## src/rtl/teclado_pkg.sv

```systemverilog
// Shared definitions for the keypad entry accumulator: command key codes,
// the key-event FSM states and the BCD to 7-segment glyph table.
package teclado_pkg;

    localparam logic [3:0] TECLA_ENTER = 4'hA;
    localparam logic [3:0] TECLA_APAGA = 4'hB;
    localparam logic [3:0] TECLA_LIMPA = 4'hC;

    // Segment pattern that turns every segment off (active-low outputs).
    localparam logic [6:0] SEG_APAGADO = 7'h7F;

    typedef enum logic [1:0] {
        SOLTURA,
        AGUARDA,
        EXECUTA
    } estado_t;

    // Active-low glyphs, segment a in bit 0 through segment g in bit 6.
    // Non-decimal codes never reach the buffer, but map to a dark digit.
    function automatic logic [6:0] bcd_para_7seg(input logic [3:0] bcd);
        logic [6:0] seg;
        case (bcd)
            4'd0:    seg = 7'h40;
            4'd1:    seg = 7'h79;
            4'd2:    seg = 7'h24;
            4'd3:    seg = 7'h30;
            4'd4:    seg = 7'h19;
            4'd5:    seg = 7'h12;
            4'd6:    seg = 7'h02;
            4'd7:    seg = 7'h78;
            4'd8:    seg = 7'h00;
            4'd9:    seg = 7'h10;
            default: seg = SEG_APAGADO;
        endcase
        return seg;
    endfunction

endpackage

```

## src/rtl/varredura_display.sv

```systemverilog
// Multiplexed 7-segment driver: lights one buffer digit at a time, each for
// SCAN_DIV cycles, and keeps positions beyond the typed digit count dark.
module varredura_display
    import teclado_pkg::*;
#(
    parameter int NUM_DIGITS = 4,
    parameter int SCAN_DIV   = 1000
) (
    input  logic                              clk,
    input  logic                              rst,
    input  logic [4*NUM_DIGITS-1:0]           buffer_i,
    input  logic [$clog2(NUM_DIGITS+1)-1:0]   digitos_i,
    output logic [6:0]                        seg_o,
    output logic [NUM_DIGITS-1:0]             an_o
);

    localparam int CNT_W = (SCAN_DIV > 1) ? $clog2(SCAN_DIV) : 1;
    localparam int IDX_W = (NUM_DIGITS > 1) ? $clog2(NUM_DIGITS) : 1;

    localparam logic [CNT_W-1:0] CNT_MAX = CNT_W'(SCAN_DIV - 1);
    localparam logic [IDX_W-1:0] IDX_MAX = IDX_W'(NUM_DIGITS - 1);

    logic [CNT_W-1:0]      cnt_q;
    logic [IDX_W-1:0]      idx_q;
    logic [6:0]            seg_q, seg_d;
    logic [NUM_DIGITS-1:0] an_q, an_d;
    logic [3:0]            digito;

    // Pick the digit under the scan index and blank it if it was not typed.
    always_comb begin
        digito = buffer_i[4*idx_q +: 4];
        seg_d  = SEG_APAGADO;
        an_d   = '1;
        if (32'(idx_q) < 32'(digitos_i)) begin
            seg_d = bcd_para_7seg(digito);
            an_d  = ~(NUM_DIGITS'(1) << idx_q);
        end
    end

    // Dwell counter, digit index and the registered segment/anode outputs.
    always_ff @(posedge clk or negedge rst) begin
        if (!rst) begin
            cnt_q <= '0;
            idx_q <= '0;
            seg_q <= SEG_APAGADO;
            an_q  <= '1;
        end else begin
            if (cnt_q == CNT_MAX) begin
                cnt_q <= '0;
                idx_q <= (idx_q == IDX_MAX) ? '0 : idx_q + 1'b1;
            end else begin
                cnt_q <= cnt_q + 1'b1;
            end
            seg_q <= seg_d;
            an_q  <= an_d;
        end
    end

    assign seg_o = seg_q;
    assign an_o  = an_q;

endmodule

```

## src/rtl/acumulador_de_teclas.sv

```systemverilog
// Keypad entry accumulator: turns each held key into one event, builds a BCD
// number from decimal keys, handles enter/backspace/clear and publishes the
// committed number with a one-cycle strobe.
module acumulador_de_teclas
    import teclado_pkg::*;
#(
    parameter int NUM_DIGITS = 4,
    parameter int SCAN_DIV   = 1000
) (
    input  logic                              clk,
    input  logic                              rst,
    input  logic [3:0]                        tecla_value,
    input  logic                              tecla_valid,
    output logic [4*NUM_DIGITS-1:0]           numero,
    output logic                              numero_valid,
    output logic [$clog2(NUM_DIGITS+1)-1:0]   digitos,
    output logic                              erro,
    output logic [6:0]                        seg,
    output logic [NUM_DIGITS-1:0]             an
);

    localparam int BUF_W = 4 * NUM_DIGITS;
    localparam int DIG_W = $clog2(NUM_DIGITS + 1);

    localparam logic [DIG_W-1:0] MAX_DIG = DIG_W'(NUM_DIGITS);

    estado_t          state_q;
    logic [3:0]       tecla_q;
    logic [BUF_W-1:0] buffer_q, buffer_d;
    logic [BUF_W-1:0] numero_q, numero_d;
    logic [DIG_W-1:0] digitos_q, digitos_d;
    logic             numero_valid_q, numero_valid_d;
    logic             erro_q, erro_d;

    // Outcome of the captured key; only applied while the FSM sits in EXECUTA.
    always_comb begin
        buffer_d       = buffer_q;
        digitos_d      = digitos_q;
        numero_d       = numero_q;
        numero_valid_d = 1'b0;
        erro_d         = 1'b0;
        if (tecla_q <= 4'h9) begin
            if (digitos_q < MAX_DIG) begin
                buffer_d  = (buffer_q << 4) | BUF_W'(tecla_q);
                digitos_d = digitos_q + 1'b1;
            end else begin
                erro_d = 1'b1;
            end
        end else begin
            case (tecla_q)
                TECLA_ENTER: begin
                    if (digitos_q != '0) begin
                        numero_d       = buffer_q;
                        numero_valid_d = 1'b1;
                        buffer_d       = '0;
                        digitos_d      = '0;
                    end else begin
                        erro_d = 1'b1;
                    end
                end
                TECLA_APAGA: begin
                    if (digitos_q != '0) begin
                        buffer_d  = buffer_q >> 4;
                        digitos_d = digitos_q - 1'b1;
                    end
                end
                TECLA_LIMPA: begin
                    buffer_d  = '0;
                    digitos_d = '0;
                end
                default: begin
                end
            endcase
        end
    end

    // Key-event FSM: wait for release, capture the next key, apply it once.
    always_ff @(posedge clk or negedge rst) begin
        if (!rst) begin
            state_q        <= SOLTURA;
            tecla_q        <= '0;
            buffer_q       <= '0;
            digitos_q      <= '0;
            numero_q       <= '0;
            numero_valid_q <= 1'b0;
            erro_q         <= 1'b0;
        end else begin
            numero_valid_q <= 1'b0;
            erro_q         <= 1'b0;
            case (state_q)
                SOLTURA: begin
                    if (!tecla_valid) begin
                        state_q <= AGUARDA;
                    end
                end
                AGUARDA: begin
                    if (tecla_valid) begin
                        tecla_q <= tecla_value;
                        state_q <= EXECUTA;
                    end
                end
                EXECUTA: begin
                    buffer_q       <= buffer_d;
                    digitos_q      <= digitos_d;
                    numero_q       <= numero_d;
                    numero_valid_q <= numero_valid_d;
                    erro_q         <= erro_d;
                    state_q        <= SOLTURA;
                end
                default: begin
                    state_q <= SOLTURA;
                end
            endcase
        end
    end

    varredura_display #(
        .NUM_DIGITS (NUM_DIGITS),
        .SCAN_DIV   (SCAN_DIV)
    ) u_varredura (
        .clk       (clk),
        .rst       (rst),
        .buffer_i  (buffer_q),
        .digitos_i (digitos_q),
        .seg_o     (seg),
        .an_o      (an)
    );

    assign numero       = numero_q;
    assign numero_valid = numero_valid_q;
    assign digitos      = digitos_q;
    assign erro         = erro_q;

endmodule

```

## config.mk

```make
export PLATFORM = sky130hd
export DESIGN_NAME = acumulador_de_teclas
export DESIGN_NICKNAME = d
export VERILOG_FILES = /design/src/rtl/teclado_pkg.sv /design/src/rtl/varredura_display.sv /design/src/rtl/acumulador_de_teclas.sv
export SDC_FILE = /design/constraint.sdc
export NUM_CORES = 1
export LEC_CHECK = 0
export CELL_PAD_IN_SITES_DETAIL_PLACEMENT = 1
export CELL_PAD_IN_SITES_GLOBAL_PLACEMENT = 2
export CORE_ASPECT_RATIO = 1.5
export CORE_MARGIN = 1.5
export CORE_UTILIZATION = 37
export CTS_CLUSTER_SIZE = 24
export DETAILED_ROUTE_END_ITERATION = 12
export PLACE_DENSITY = 0.79
export SETUP_SLACK_MARGIN = 0.1
export SYNTH_ARGS = -nofsm -noshare
export SYNTH_HDL_FRONTEND = slang
export SYNTH_HIERARCHICAL = 1
export SYNTH_SLANG_ARGS = --single-unit
```

## constraint.sdc

```tcl
create_clock -name clk -period 2.15 [get_ports clk]
set_input_delay 0.43 -clock clk [delete_from_list [all_inputs] [get_ports clk]]
set_output_delay 0.43 -clock clk [all_outputs]
set_load 0.05 [all_outputs]
```

# After elaboration in Yosys (flattened, before gate mapping)
# Memory sizes are Yosys's and may differ from the RTL's.
# Index checks and enable logic that the tools add are counted.
[classes] add_sub_neg=4 n_lt_le_gt_ge=3 n_eq_ne=12 shift=2 n_mux=26 bitwise_logic=3 reduce_logical=7
[ops] cell="2-to-1 mux 16 bit" count=4
[ops] cell="case mux 16 bit (3 select lines)" count=1
[ops] cell="bitwise OR 16 x 4 -> 16 bit" count=1
[ops] cell="variable part select 16 x 5 -> 4 bit" count=1
[ops] cell="== test 4 bit (second input constant)" count=3
[ops] cell="2-to-1 mux 3 bit" count=4
[ops] cell="adder 10 x 1 -> 10 bit (second input constant)" count=1
[ops] cell="== test 10 bit (second input constant)" count=1
[ops] cell="2-to-1 mux 10 bit" count=1
[ops] cell="2-to-1 mux 1 bit" count=9
[ops] cell="case mux 3 bit (3 select lines)" count=1
[ops] cell="2-to-1 mux 7 bit" count=1
[ops] cell="2-to-1 mux 2 bit" count=3
[ops] cell="inequality test 3 bit (second input constant)" count=2
[ops] cell="AND reduction 5 bit" count=1
[ops] cell="== test 2 bit (second input constant)" count=2
[ops] cell="less-or-equal comparator 4 bit (second input constant)" count=1
[ops] cell="2-to-1 mux 4 bit" count=1
[ops] cell="inequality test 2 bit (second input constant)" count=2
[ops] cell="inverter 4 bit" count=1
[ops] cell="case mux 2 bit (2 select lines)" count=1
[ops] cell="AND reduction 2 bit" count=2
[ops] cell="AND reduction 4 bit" count=1
[ops] cell="nonzero test 4 bit" count=1
[ops] cell="other kinds (11)" count=11
[totals] reg_bits=66 rom_bits=112 inputBits=7 out_inout_bits=32 word_cells=69 n_memories=1
[memory_table] memory="(name not given)" depth=16 width=7 read_ports=1 rd_clocked_by_memory_dff=0 write_ports=0 line_no="teclado_pkg.sv:22" rtl="case (bcd)"

# Logic depth before layout (Yosys ltp)
[depth] word_depth=5 mapped_depth=7 ltp_nobuf=6

# By module
# The synthesis kept the hierarchy.
[modules_own_cells] module="acumulador_de_teclas" instances=1 cells_each=163 area_each_um2=2004.4 seq_area_each_um2=1076.0
[modules_own_cells] module="varredura_display" instances=1 cells_each=116 area_each_um2=1262.5 seq_area_each_um2=589.3

# Worst setup path before layout
# Ideal clock, no wire load.
[synth_path] path_kind="register to register" start="reg digitos_q[0] (netlist: digitos[0])" end="reg buffer_q[2]" setup_time_ns=0.125 arrival_time_ns=2.072 required_time_ns=2.025 slack_ns=-0.047 stages_incl_launch_ff=8 path_buffers=1 synth_period_minus_slack_ns=2.197 cell_sequence="dfrtp_1 inv_1 ha_1 nor2b_1 a31oi_1 o211ai_4 buf_6 mux2_4"
[synth_via] elab_chain_len=3 word_cells_on_any_way=6 classes_between="1 x order compare; 3 x eq/ne; 2 x reduce/logical"
[synth_lines] element="from (decl)" line_no="acumulador_de_teclas.sv:31" rtl="logic [DIG_W-1:0] digitos_q, digitos_d;"
[synth_lines] element="from (signal assigned)" line_no="acumulador_de_teclas.sv:104" rtl="digitos_q <= digitos_d;"
[synth_lines] element="less-than comparator 3 bit or nonzero test 3 bit (tied branches)" line_no="acumulador_de_teclas.sv:43, acumulador_de_teclas.sv:52, acumulador_de_teclas.sv:62"
[synth_lines] element="inequality test 2 x 1 -> 1 bit (no source line) or inequality test 3 bit (tied branches)"
[synth_lines] element="AND reduction 5 bit (no source line) *"
[synth_lines] element="to (signal assigned)" line_no="acumulador_de_teclas.sv:103" rtl="buffer_q <= buffer_d;"
[synth_lines] element="to (decl)" line_no="acumulador_de_teclas.sv:29" rtl="logic [BUF_W-1:0] buffer_q, buffer_d;"
# Mark *: on every way between the ends. The rest lies on a longest branch, timed or not.
# A chain may end at the register's enable or synchronous reset.

# Worst setup path in the final report
[layout_path] start="reg digitos_q[1] (netlist: digitos[1])" end="out digitos[1]"
[layout_rtl] element="to (decl)" line_no="acumulador_de_teclas.sv:16" rtl="output logic [$clog2(NUM_DIGITS+1)-1:0] digitos,"
# No word-level cell between the ends.

==> flow_summary.toml <==
[timing]
finalCritPeriodShare = 0.923
max_freq_ghz = 0.504
finalSetupViolCount = 0
finClkSkew_ps = 6.07
slew_viol_final = 0
hold_viol = 0
relSlewSlack = 0.647
rsz0062_at_grt = "no"
tns_ps = 0
worstMarginPinSlew_ps = 527
period_needed_ps = 1980
hold-worst-slack_ps = 114

[worst_setup_path]
critPathLaunch = "digitos[1]"
path_buf_inv = 1
cp.depth = 1
r2r-end = "u_varredura/seg_o[3]"
crit_fanout = 5
critical_path.endpoint = "digitos[1]"
r2r-start = "u_varredura/idx_q[0]"
r2r_slack_ps = 210
cp.required_ps = 1720
arrival_ps = 1550
slowest_delay_ps = 810
start_kind = "register"
crit_family = "buffers and inverters"
crit_type = "register to primary output"
cp_cell_sequence = "clkdlybuf4s50_1"
end_kind = "primary output"
r2r_cells = 5
worst_path_max_delay_cell = "clkdlybuf4s50_1"

[place]
hpwl_um = 5090
place_congestion = 0.745
post-place-cells = 422
numPortBuffers = 38

[route]
totalWireLength_um = 7360
drc = 0
viasPerCell = 5.21
wl_per_cell_um = 16.8
num_vias = 2282
drt_iter0_drc = 45
postRouteAntennaNets = 0
firstDrtPassIters = 4

[die]
ios = 39
die_h_um = 118
initial_core_util = 0.384
core_region_area_um2 = 8520
die_x_um = 79.7
dieArea_um2 = 9410
rows = 41

[power]
powerDensity_nw_per_um2 = 1250
combPwrFrac = 0.338
ir_worst_vdd_v = 0.000643
seqPwrFrac = 0.355
power.switching_uw = 1850
pwr-share-clk = 0.307
intPower_uw = 3280
power.share.switching = 0.361
cellLeakagePower_uw = 0.00192

[finish]
syn_to_final_growth_pct = 25.9
layout.nets = 347
fin_cells = 438
drive_above_1_share = 0.193
diodes = 0

[clock_network]
clk_latency_ps = 340
ctsHtreeMaxLevel = 3
cts.sinks = 66
cts.path.max_buffers = 2
postCtsHoldBufs = 0
cts_buffers = 9
cts_tree = "yes"
cts_setup_buffers = 0
root_buffer = "clkbuf_16"
cts.clk_slew.worst_paths_ps = 50

[synth]
syn_avg_cell_area_um2 = 11.7
seq_area_frac_synth = 0.510
synth_seq_cells = 66
synth_top_area_cell = "dfrtp_1"
ys_async_sr_fraction = 1.00
synth_top_area_frac = 0.421
yosys_warnings = 6
synth_edf_count = 0
synth_flop_cell = "dfrtp_1"
netlist_area_um2 = 3270
synth.area.top_cells = "dfrtp_1 (42%), dfstp_2 (8.8%), ha_1 (5.4%)"
synth_cell_types = 45
synth_cells = 279
synth_nets = 300

[grt]
grt_pass1_vias = 2465
gr-usage-all-layers = 0.175
grt_pass1_wl_um = 12500
grt-ovfl-total = 0
antenna_found_initial = 0
grt_max_degree = 67

[status]
status = "complete, no violations"

[worst_hold_path]
hp-class = "primary input to async pin"

[job]
cap_violations = 0
[cell type report]
type                            instances  area (um^2)
Inverter                               18         67.6
Clock inverter                          2         60.1
Tap cell                              107          134
Clock buffer                           14          254
Sequential cell                        66         1670
Fill cell                             948         4400
Timing Repair Buffer                   47          452
Multi-Input combinational cell        184         1480
[power by group through the flow]
stage / combinational, uW / sequential, uW / clock (uW)
floorplan: 859 / 2190 / 0
global placement: 1730 / 1840 / 0
detailed placement: 1780 / 1850 / 0
CTS: 1750 / 1830 / 1600
global route: 1890 / 1870 / 1650
finish: 1730 / 1820 / 1570
[synthesized netlist by cell type, types with 4 or more instances]
cell type and count:
a21oi_1 9, a22o_1 5, and3_1 4, clkbuf_1 4, dfrtp_1 55, dfstp_2 11, ha_1 14, inv_1 18
mux2_1 15, mux2_2 15, nand2_1 21, nand2b_1 4, nand3_1 8, nand3b_1 10, nor2_1 15, nor2b_1 4
o21ai_0 16, o21ai_1 5, xor2_1 4
[cells in the final DEF, fill, tap and decap left out, types with 11 or more instances in the layout]
| master | n |
|---|---|
| dfstp_2 | 11 |
| mux2_1 | 15 |
| inv_1 | 18 |
| clkdlybuf4s50_1 | 25 |
| nor2_1 | 15 |
| dlygate4sd2_1 | 11 |
| dfrtp_1 | 53 |
| mux2_2 | 15 |
| o21ai_0 | 16 |
| nand2_1 | 21 |
| ha_1 | 14 |
[how the worst min path moves through the flow]
| stage | from | endpoint | slack (ps) | cells past startpoint |
|---|---|---|---|---|
| 2_1_floorplan | rst | buffer_q[0] | 130 | 0 |
| 3_3_place_gp | u_varredura/cnt_q[0] | u_varredura/cnt_q[0] | 440 | 1 |
| 3_5_place_dp | state_q[1] | state_q[0] | 460 | 1 |
| 4_1_cts | rst | digitos[2] | 120 | 2 |
| 5_1_grt | rst | u_varredura/cnt_q[8] | 140 | 2 |
| 6_report | rst | u_varredura/cnt_q[8] | 110 | 2 |
[cells by family (layout without fill, tap and decap cells)]
kind of cell | count (synthesis) | count (layout) | share of synthesized area
mux | 40 | 40 | 0.155
xor+xnor | 7 | 7 | 0.0188
simple gates | 75 | 75 | 0.125
buf+inv | 29 | 81 | 0.0425
compound gates | 48 | 48 | 0.0950
fa+ha+maj | 14 | 14 | 0.0536
flops | 66 | 66 | 0.510
[repair_timing]
item,4_1_cts,5_1_grt
setup endpoints to repair,11,8
hold endpoints to repair,0,0
resized for setup,11,1
[sequential cells by signal, summed over array words and instances, names as in the netlist, 2 cells and up]
name,count
numero,16
state_q,2
u_varredura/seg_o,7
u_varredura/an_o,4
buffer_q,16
tecla_q,4
u_varredura/idx_q,2
u_varredura/cnt_q,10
digitos,3
[metrics by stage]
step | cell area (um^2) | utilization | setup WS (ps) | power (uW)
after floorplan | 3280 | - | 105 | 3050
after global placement | 3810 | 0.447 | 277 | 3580
after detailed placement | 3810 | 0.447 | 221 | 3630
after CTS | 4110 | 0.482 | 146 | 5170
after global routing | 4110 | 0.483 | 123 | 5400
final | 4110 | 0.483 | 166 | 5130
[metal layers]
| metal | routed length [um] | global-route usage | up-vias |
|---|---|---|---|
| li1 | - | - | 1065 |
| met1 | 2930 | 0.191 | 1168 |
| met2 | 4000 | 0.305 | 36 |
| met3 | 200 | 0.0333 | 13 |
| met4 | 232 | 0.106 | 0 |
| met5 | 0 | 0 | - |
No activity file was read; power rests on OpenSTA's default activity.
